--- src/rtl/hilo_muldiv_pkg.sv ---
// Shared definitions for the HI/LO multiply/divide unit: op encodings,
// FSM state types and a small operand-signedness helper.
package hilo_muldiv_pkg;

    typedef enum logic [2:0] {
        OP_MULT  = 3'd0,
        OP_MULTU = 3'd1,
        OP_DIV   = 3'd2,
        OP_DIVU  = 3'd3,
        OP_MTHI  = 3'd4,
        OP_MTLO  = 3'd5,
        OP_MADD  = 3'd6,
        OP_MSUB  = 3'd7
    } op_e;

    typedef enum logic [1:0] {
        TOP_IDLE = 2'd0,
        TOP_MUL  = 2'd1,
        TOP_DIV  = 2'd2
    } top_state_e;

    typedef enum logic [1:0] {
        DIV_IDLE = 2'd0,
        DIV_PREP = 2'd1,
        DIV_ITER = 2'd2,
        DIV_FIX  = 2'd3
    } div_state_e;

    // Only MULTU treats its operands as unsigned; MADD/MSUB are signed.
    function automatic logic mul_is_signed(input op_e op);
        return (op != OP_MULTU);
    endfunction

endpackage

--- src/rtl/hilo_muldiv_if.sv ---
// Issue/result bundle between the EX stage and the HI/LO multiply/divide unit.
interface hilo_muldiv_if
    import hilo_muldiv_pkg::*;
#(
    parameter int WIDTH = 32
);
    // Handshake: an op is accepted on a rising edge where start=1, cancel=0 and
    // busy=0; busy then stays high until the result edge, and done pulses for
    // exactly the one cycle in which HI/LO first show the new result.
    logic             start;
    logic [2:0]       op;
    logic [WIDTH-1:0] a_din;
    logic [WIDTH-1:0] b_din;
    logic             cancel;
    logic             busy;
    logic             done;
    logic [WIDTH-1:0] hi_out;
    logic [WIDTH-1:0] lo_out;
    top_state_e       dbg_state;
    div_state_e       dbg_div_state;

    modport master (
        output start, op, a_din, b_din, cancel,
        input  busy, done, hi_out, lo_out, dbg_state, dbg_div_state
    );

    modport slave (
        input  start, op, a_din, b_din, cancel,
        output busy, done, hi_out, lo_out, dbg_state, dbg_div_state
    );

endinterface

--- src/rtl/hilo_muldiv_unit_divider.sv ---
// Restoring radix-2 divider on operand magnitudes: one PREP cycle, WIDTH
// iteration cycles, then a FIX cycle in which the signed results are valid.
module hilo_divider
    import hilo_muldiv_pkg::*;
#(
    parameter int WIDTH = 32
) (
    input  logic             clk,
    input  logic             rst,
    input  logic             start,
    input  logic             signed_mode,
    input  logic [WIDTH-1:0] a,
    input  logic [WIDTH-1:0] b,
    input  logic             cancel,
    output logic             busy,
    output logic             done,
    output logic [WIDTH-1:0] quotient,
    output logic [WIDTH-1:0] remainder,
    output div_state_e       state_dbg
);
    localparam int CW = $clog2(WIDTH + 1);

    div_state_e       state_q, state_d;
    logic [WIDTH-1:0] q_q, q_d;
    logic [WIDTH-1:0] b_q, b_d;
    logic [WIDTH-1:0] rem_q, rem_d;
    logic [CW-1:0]    cnt_q, cnt_d;
    logic             signed_q, signed_d;
    logic             q_neg_q, q_neg_d;
    logic             r_neg_q, r_neg_d;
    logic             div0_q, div0_d;

    logic             neg_a;
    logic             neg_b;
    logic [WIDTH:0]   rem_shift;
    logic [WIDTH:0]   diff;

    always_comb begin
        state_d   = state_q;
        q_d       = q_q;
        b_d       = b_q;
        rem_d     = rem_q;
        cnt_d     = cnt_q;
        signed_d  = signed_q;
        q_neg_d   = q_neg_q;
        r_neg_d   = r_neg_q;
        div0_d    = div0_q;
        neg_a     = signed_q & q_q[WIDTH-1];
        neg_b     = signed_q & b_q[WIDTH-1];
        rem_shift = {rem_q, q_q[WIDTH-1]};
        diff      = rem_shift - {1'b0, b_q};

        if (cancel) begin
            state_d = DIV_IDLE;
        end else begin
            case (state_q)
                DIV_IDLE: begin
                    if (start) begin
                        q_d      = a;
                        b_d      = b;
                        signed_d = signed_mode;
                        state_d  = DIV_PREP;
                    end
                end
                DIV_PREP: begin
                    // A zero divisor keeps the raw dividend so it can be returned as HI.
                    div0_d  = (b_q == '0);
                    q_d     = (neg_a && (b_q != '0)) ? -q_q : q_q;
                    b_d     = neg_b ? -b_q : b_q;
                    rem_d   = '0;
                    q_neg_d = neg_a ^ neg_b;
                    r_neg_d = neg_a;
                    cnt_d   = CW'(WIDTH);
                    state_d = DIV_ITER;
                end
                DIV_ITER: begin
                    if (!div0_q) begin
                        if (!diff[WIDTH]) begin
                            rem_d = diff[WIDTH-1:0];
                            q_d   = {q_q[WIDTH-2:0], 1'b1};
                        end else begin
                            rem_d = rem_shift[WIDTH-1:0];
                            q_d   = {q_q[WIDTH-2:0], 1'b0};
                        end
                    end
                    cnt_d = cnt_q - CW'(1);
                    if (cnt_q == CW'(1)) begin
                        state_d = DIV_FIX;
                    end
                end
                DIV_FIX: begin
                    state_d = DIV_IDLE;
                end
                default: begin
                    state_d = DIV_IDLE;
                end
            endcase
        end
    end

    always_ff @(posedge clk or posedge rst) begin
        if (rst) begin
            state_q  <= DIV_IDLE;
            q_q      <= '0;
            b_q      <= '0;
            rem_q    <= '0;
            cnt_q    <= '0;
            signed_q <= 1'b0;
            q_neg_q  <= 1'b0;
            r_neg_q  <= 1'b0;
            div0_q   <= 1'b0;
        end else begin
            state_q  <= state_d;
            q_q      <= q_d;
            b_q      <= b_d;
            rem_q    <= rem_d;
            cnt_q    <= cnt_d;
            signed_q <= signed_d;
            q_neg_q  <= q_neg_d;
            r_neg_q  <= r_neg_d;
            div0_q   <= div0_d;
        end
    end

    assign busy      = (state_q != DIV_IDLE);
    assign done      = (state_q == DIV_FIX);
    assign quotient  = div0_q ? '1  : (q_neg_q ? -q_q : q_q);
    assign remainder = div0_q ? q_q : (r_neg_q ? -rem_q : rem_q);
    assign state_dbg = state_q;

endmodule

--- src/rtl/hilo_muldiv_unit.sv ---
// HI/LO multiply/divide unit: MUL_LAT-stage multiplier pipeline, iterative
// divider, MTHI/MTLO moves and multiply-accumulate/subtract writeback.
module hilo_muldiv_unit
    import hilo_muldiv_pkg::*;
#(
    parameter int WIDTH   = 32,
    parameter int MUL_LAT = 3
) (
    input logic          clk,
    input logic          rst,
    hilo_muldiv_if.slave bus
);
    localparam int PW = 2 * WIDTH;

    top_state_e        state_q, state_d;
    logic [WIDTH-1:0]  hi_q, hi_d;
    logic [WIDTH-1:0]  lo_q, lo_d;
    logic              done_q, done_d;
    op_e               mul_op_q, mul_op_d;
    logic [MUL_LAT-1:0] mul_vld_q, mul_vld_d;
    logic [PW-1:0]     mul_pipe_q [MUL_LAT];
    logic [PW-1:0]     mul_pipe_d [MUL_LAT];

    op_e               op_in;
    logic              accept;
    logic              div_start;
    logic              div_busy;
    logic              div_done;
    logic [WIDTH-1:0]  div_quot;
    logic [WIDTH-1:0]  div_rem;
    div_state_e        div_state;
    logic              mul_signed;
    logic [PW-1:0]     a_ext;
    logic [PW-1:0]     b_ext;
    logic [PW-1:0]     product;
    logic [PW-1:0]     hilo_cur;
    logic [PW-1:0]     mul_result;

    assign op_in     = op_e'(bus.op);
    assign accept    = (state_q == TOP_IDLE) && bus.start && !bus.cancel && !div_busy;
    assign div_start = accept && ((op_in == OP_DIV) || (op_in == OP_DIVU));

    // Sign-extending to 2*WIDTH lets one unsigned multiplier serve both modes.
    assign mul_signed = mul_is_signed(op_in);
    assign a_ext      = {{WIDTH{mul_signed & bus.a_din[WIDTH-1]}}, bus.a_din};
    assign b_ext      = {{WIDTH{mul_signed & bus.b_din[WIDTH-1]}}, bus.b_din};
    assign product    = a_ext * b_ext;
    assign hilo_cur   = {hi_q, lo_q};

    always_comb begin
        case (mul_op_q)
            OP_MADD: mul_result = hilo_cur + mul_pipe_q[MUL_LAT-1];
            OP_MSUB: mul_result = hilo_cur - mul_pipe_q[MUL_LAT-1];
            default: mul_result = mul_pipe_q[MUL_LAT-1];
        endcase
    end

    hilo_divider #(
        .WIDTH(WIDTH)
    ) u_divider (
        .clk        (clk),
        .rst        (rst),
        .start      (div_start),
        .signed_mode(op_in == OP_DIV),
        .a          (bus.a_din),
        .b          (bus.b_din),
        .cancel     (bus.cancel),
        .busy       (div_busy),
        .done       (div_done),
        .quotient   (div_quot),
        .remainder  (div_rem),
        .state_dbg  (div_state)
    );

    always_comb begin
        state_d        = state_q;
        hi_d           = hi_q;
        lo_d           = lo_q;
        done_d         = 1'b0;
        mul_op_d       = mul_op_q;
        mul_vld_d[0]   = 1'b0;
        mul_pipe_d[0]  = mul_pipe_q[0];
        for (int i = 1; i < MUL_LAT; i++) begin
            mul_vld_d[i]  = mul_vld_q[i-1];
            mul_pipe_d[i] = mul_pipe_q[i-1];
        end

        case (state_q)
            TOP_IDLE: begin
                if (accept) begin
                    case (op_in)
                        OP_MTHI: hi_d = bus.a_din;
                        OP_MTLO: lo_d = bus.a_din;
                        OP_DIV, OP_DIVU: state_d = TOP_DIV;
                        default: begin
                            state_d       = TOP_MUL;
                            mul_op_d      = op_in;
                            mul_vld_d[0]  = 1'b1;
                            mul_pipe_d[0] = product;
                        end
                    endcase
                end
            end
            TOP_MUL: begin
                if (bus.cancel) begin
                    state_d   = TOP_IDLE;
                    mul_vld_d = '0;
                end else if (mul_vld_q[MUL_LAT-1]) begin
                    {hi_d, lo_d} = mul_result;
                    done_d       = 1'b1;
                    state_d      = TOP_IDLE;
                end
            end
            TOP_DIV: begin
                if (bus.cancel) begin
                    state_d = TOP_IDLE;
                end else if (div_done) begin
                    hi_d    = div_rem;
                    lo_d    = div_quot;
                    done_d  = 1'b1;
                    state_d = TOP_IDLE;
                end
            end
            default: begin
                state_d = TOP_IDLE;
            end
        endcase
    end

    always_ff @(posedge clk or posedge rst) begin
        if (rst) begin
            state_q   <= TOP_IDLE;
            hi_q      <= '0;
            lo_q      <= '0;
            done_q    <= 1'b0;
            mul_op_q  <= OP_MULT;
            mul_vld_q <= '0;
            for (int i = 0; i < MUL_LAT; i++) begin
                mul_pipe_q[i] <= '0;
            end
        end else begin
            state_q   <= state_d;
            hi_q      <= hi_d;
            lo_q      <= lo_d;
            done_q    <= done_d;
            mul_op_q  <= mul_op_d;
            mul_vld_q <= mul_vld_d;
            for (int i = 0; i < MUL_LAT; i++) begin
                mul_pipe_q[i] <= mul_pipe_d[i];
            end
        end
    end

    assign bus.busy          = (state_q != TOP_IDLE);
    assign bus.done          = done_q;
    assign bus.hi_out        = hi_q;
    assign bus.lo_out        = lo_q;
    assign bus.dbg_state     = state_q;
    assign bus.dbg_div_state = div_state;

endmodule

--- src/flat_wrapper.sv ---
// flat-port wrapper written by rule: the top's interface ports become plain ports
module hilo_muldiv_unit_flat import hilo_muldiv_pkg::*;
#(
    parameter int WIDTH   = 32,
    parameter int MUL_LAT = 3
)
  (clk, rst, bus_start, bus_op, bus_a_din, bus_b_din, bus_cancel, bus_busy, bus_done, bus_hi_out, bus_lo_out, bus_dbg_state, bus_dbg_div_state);
  hilo_muldiv_if #(.WIDTH(WIDTH)) bus_i ();
  input logic clk;
  input logic rst;
  input wire logic [$bits(bus_i.start)-1:0] bus_start;
  input wire logic [$bits(bus_i.op)-1:0] bus_op;
  input wire logic [$bits(bus_i.a_din)-1:0] bus_a_din;
  input wire logic [$bits(bus_i.b_din)-1:0] bus_b_din;
  input wire logic [$bits(bus_i.cancel)-1:0] bus_cancel;
  output wire logic [$bits(bus_i.busy)-1:0] bus_busy;
  output wire logic [$bits(bus_i.done)-1:0] bus_done;
  output wire logic [$bits(bus_i.hi_out)-1:0] bus_hi_out;
  output wire logic [$bits(bus_i.lo_out)-1:0] bus_lo_out;
  output wire logic [$bits(bus_i.dbg_state)-1:0] bus_dbg_state;
  output wire logic [$bits(bus_i.dbg_div_state)-1:0] bus_dbg_div_state;
  assign bus_i.start = bus_start;
  assign bus_i.op = bus_op;
  assign bus_i.a_din = bus_a_din;
  assign bus_i.b_din = bus_b_din;
  assign bus_i.cancel = bus_cancel;
  assign bus_busy = bus_i.busy;
  assign bus_done = bus_i.done;
  assign bus_hi_out = bus_i.hi_out;
  assign bus_lo_out = bus_i.lo_out;
  assign bus_dbg_state = bus_i.dbg_state;
  assign bus_dbg_div_state = bus_i.dbg_div_state;
  hilo_muldiv_unit #(.WIDTH(WIDTH), .MUL_LAT(MUL_LAT)) u_core (.clk(clk), .rst(rst), .bus(bus_i));
endmodule
--- config.mk ---
export PLATFORM = sky130hd
export DESIGN_NAME = hilo_muldiv_unit_flat
export DESIGN_NICKNAME = d
export VERILOG_FILES = /design/src/rtl/hilo_muldiv_pkg.sv /design/src/rtl/hilo_muldiv_if.sv /design/src/rtl/hilo_muldiv_unit_divider.sv /design/src/rtl/hilo_muldiv_unit.sv /design/src/flat_wrapper.sv
export SDC_FILE = /design/constraint.sdc
export NUM_CORES = 2
export LEC_CHECK = 0
export CORE_AREA = 3 3 375 377
export DETAILED_ROUTE_END_ITERATION = 6
export DIE_AREA = 0 0 378 380
export HOLD_SLACK_MARGIN = 0.1
export PLACE_DENSITY = 0.66
export SETUP_SLACK_MARGIN = 0.1
export SYNTH_ARGS = -nofsm -noshare
export SYNTH_HDL_FRONTEND = slang
export SYNTH_SLANG_ARGS = --single-unit
--- constraint.sdc ---
create_clock -name clk -period 29.6 [get_ports clk]
set_input_delay 7.4 -clock clk [delete_from_list [all_inputs] [get_ports clk]]
set_output_delay 7.4 -clock clk [all_outputs]
set_load 0.03 [all_outputs]
==> summary.txt <==
Clock network
  – H-tree depth: 2
  – Worst skew pair latency: 600 ps
  – Clk slew on worst S/H paths: 60 ps
  – Post-cts resize count: 0
  – CTS root buf: clkbuf_16
  – CTS tree: built
  – Hold buffer count at CTS: 0
  – Setup Buffers After CTS: 0
  – Clk sinks: 373
  – Num CTS Buffers: 40
  – Clock buffer depth: 3

Global routing
  – Vias in the first global route: 51990
  – Total grt overflow: 0
  – First-pass GRT wire length: 305700 microns
  – Largest net degree at the start of global routing: 128
  – Antenna violations before repair: 15
  – Total track usage: between 20% and 30%

Detailed routing
  – Vias: just under 50000
  – Routed vias/inst: 5.680
  – DRT Pass-1 Iters: 7
  – WL per Instance: 22.17 microns
  – Routed Wire Length: 194000 microns
  – Number of routed nets with antenna violations: 0
  – Residual DRC: 0
  – Drt initial violations: 4717

STA
  – Tcrit/Tclk final: between 50% and 60%
  – Fin. max-slew vios: 0
  – Setup repair after global routing missed its margin: false
  – TNS Setup: 0 ps
  – Slew margin rel.: 24.96%
  – Clock skew: 39.13 ps
  – Crit path time final: 16500 ps
  – Worst-Margin Slew: between 1000 and 1500 ps
  – Final Hold Vio Count: 0
  – # setup viols final: 0
  – Highest Clock Rate: 60.61 MHz

Yosys
  – Post-synthesis cell count: 7068
  – Synth top area cells: fa_1 (36%), dfrtp_1 (15%), nand2_1 (7.6%)
  – Register area share after synthesis: approximately 15%
  – Synth Flop Type: dfrtp_1
  – Post-synth top area share: 36.49%
  – Yosys warns: 0
  – Cell Area, Synth: 61830 sq um
  – Post-Syn Area per Cell: around 8.7 sq um
  – Synth Net Count: 8587
  – FFs w/ async S/R, synth: 100.0%
  – Area leader, netlist: fa_1
  – Register bit count reported by yosys: 373
  – Synth cell count leaders: nand2_1 (1247), inv_1 (1201), fa_1 (1127), clkbuf_1 (415), dfrtp_1 (373)
  – Most frequent cell after synthesis: nand2_1
  – Synth cell types: 92
  – Post-synth EDFFs: 0

Floorplan
  – Total Die Area: 143600 sq um
  – Core Area: 137500 sq um
  – Row count: 136
  – Die X-Extent: 378 microns
  – Starting Density: 44.97%
  – Num ports: 141
  – Chip height: 380 microns

Hold path
  – HP Class: flip-flop to flip-flop

Layout
  – Layout cells sized above 1: 3.573%
  – Fill count: around 13000
  – Nets: about 8400
  – Synth-to-layout area growth: 6.689%

Worst setup path
  – CP Capture Type: flip-flop
  – CP peak stage delay: 1230 ps
  – Most frequent CP cell: fa_1
  – Startpoint class of the critical path: input port
  – Slowest stage cell on the critical path: fa_1
  – Worst EP arrival: between 15000 and 20000 ps
  – CP max FO: 21
  – WS Path Type: input port to flip-flop
  – Crit path required time: 30050 ps

Run
  – Max-Cap Viols: 0

Status
  – Status: finished clean

Placement
  – Port Buffers: 140
  – Post-DP HPWL: 149000 microns
  – Placer congestion estimate: 0.9792
==> cells by family after synthesis <==
group                      Yosys count  synth area share [%]
and+or+nand+nor                   2157                 15.89
buffers and inverters             1639                 9.995
adders and majority gates         1448                 42.99
AOI/OAI and AO/OA                 1123                 11.29
DFF                                373                 15.10
xor gates and xnor gates           297                 4.220
muxes                               31                0.5120
==> critical path, delay by kind of cell <==
family | cells | cell delay (ps)
fa+ha+maj | 9 | 5280
buf+inv | 7 | 1680
simple gates | 6 | 1560
compound gates | 4 | 800
xor+xnor | 1 | 190
==> cells in the final DEF, fill, tap and decap left out, drive strengths merged, types with 22 or more instances in the layout <==
cell / netlist / routed
nor2b: 31 / 31
buf: 23 / 120
xnor2: 175 / 175
and2: 310 / 310
o31ai: 85 / 85
a211oi: 23 / 23
dfrtp: 373 / 373
mux2i: 26 / 26
nand3: 60 / 60
ha: 321 / 321
o211ai: 30 / 30
o21ai: 375 / 375
a221oi: 41 / 41
clkbuf: 415 / 49
and3: 39 / 39
nor2: 243 / 243
a21oi: 281 / 281
xor2: 122 / 122
fa: 1127 / 1127
o21bai: 22 / 22
o21a: 27 / 27
nand2b: 36 / 36
a31oi: 35 / 35
inv: 1201 / 1206
nor4: 25 / 25
a21o: 68 / 68
or3: 23 / 23
clkdlybuf4s50: 0 / 117
nor3: 55 / 55
nand2: 1247 / 1247
==> sequential cells by signal (all words and copies together), names as in the netlist <==
signal,count
u_core.mul_op_q,3
u_core.mul_pipe_d,128
u_core.u_divider.rem_q,32
u_core.bus.hi_out,32
u_core.u_divider.q_neg_q,1
u_core.bus.dbg_state,2
u_core.mul_pipe_q,64
u_core.u_divider.div0_q,1
u_core.bus.done,1
u_core.u_divider.signed_q,1
u_core.u_divider.r_neg_q,1
u_core.u_divider.cnt_q,6
u_core.u_divider.state_dbg,2
u_core.u_divider.q_q,32
u_core.mul_vld_q,3
u_core.u_divider.b_q,32
u_core.bus.lo_out,32
==> stage by stage <==
stage          std cells  utilization (%)  area [sq um]  hold WS [ps]  worst slack [ps]
4_1_cts             8735            47.95         65930         344.1             13150
5_1_grt             8736            47.95         65930         348.5             12580
3_5_place_dp        8661            46.90         64480         334.7             12550
2_1_floorplan       7068                -         61830         331.2             11840
6_report            8749            47.97         65960         344.4             13100
3_3_place_gp        8661            46.90         64480         331.7             12730
==> worst paths after layout <==
path,startpoint,endpoint,slack (ps),depth (start not counted)
setup / recovery,bus_op[1],u_core.mul_pipe_d[123],13100,27
hold / removal,u_core.mul_pipe_d[6],u_core.mul_pipe_q[6],340,0
setup reg to reg,u_core.mul_pipe_q[11],u_core.bus.hi_out[28],23400,18
hold reg to reg,u_core.mul_pipe_d[6],u_core.mul_pipe_q[6],340,0
max in group asynchronous,rst,u_core.mul_pipe_q[16],20020,4
min in group asynchronous,rst,u_core.u_divider.cnt_q[4],7380,2
==> final cells by class <==
cell class / instances / area [sq um] / area share (%)
antenna: 14 / 35.03 / 0.05311
clock buffer: 49 / 1085 / 1.645
clock inverter: 25 / 361.6 / 0.5482
inverter: 1201 / 4516 / 6.846
multi-input combinational: 5056 / 46370 / 70.30
sequential: 373 / 9335 / 14.15
tap: 1794 / 2245 / 3.403
timing repair buffer: 237 / 2014 / 3.054
==> routing by layer <==
metal / vias up / routed length [microns] / global-route usage, %
met5: - / 34 / 0
met3: 395 / 16440 / 4.075
met2: 2198 / 87970 / 42.98
met1: 25380 / 81470 / 38.39
li1: 21720 / - / -
met4: 4 / 8093 / 10.69
Power is left out: the tool's default activity adds up to more than one toggle a clock period on the data nets, which glitch-free logic cannot reach.
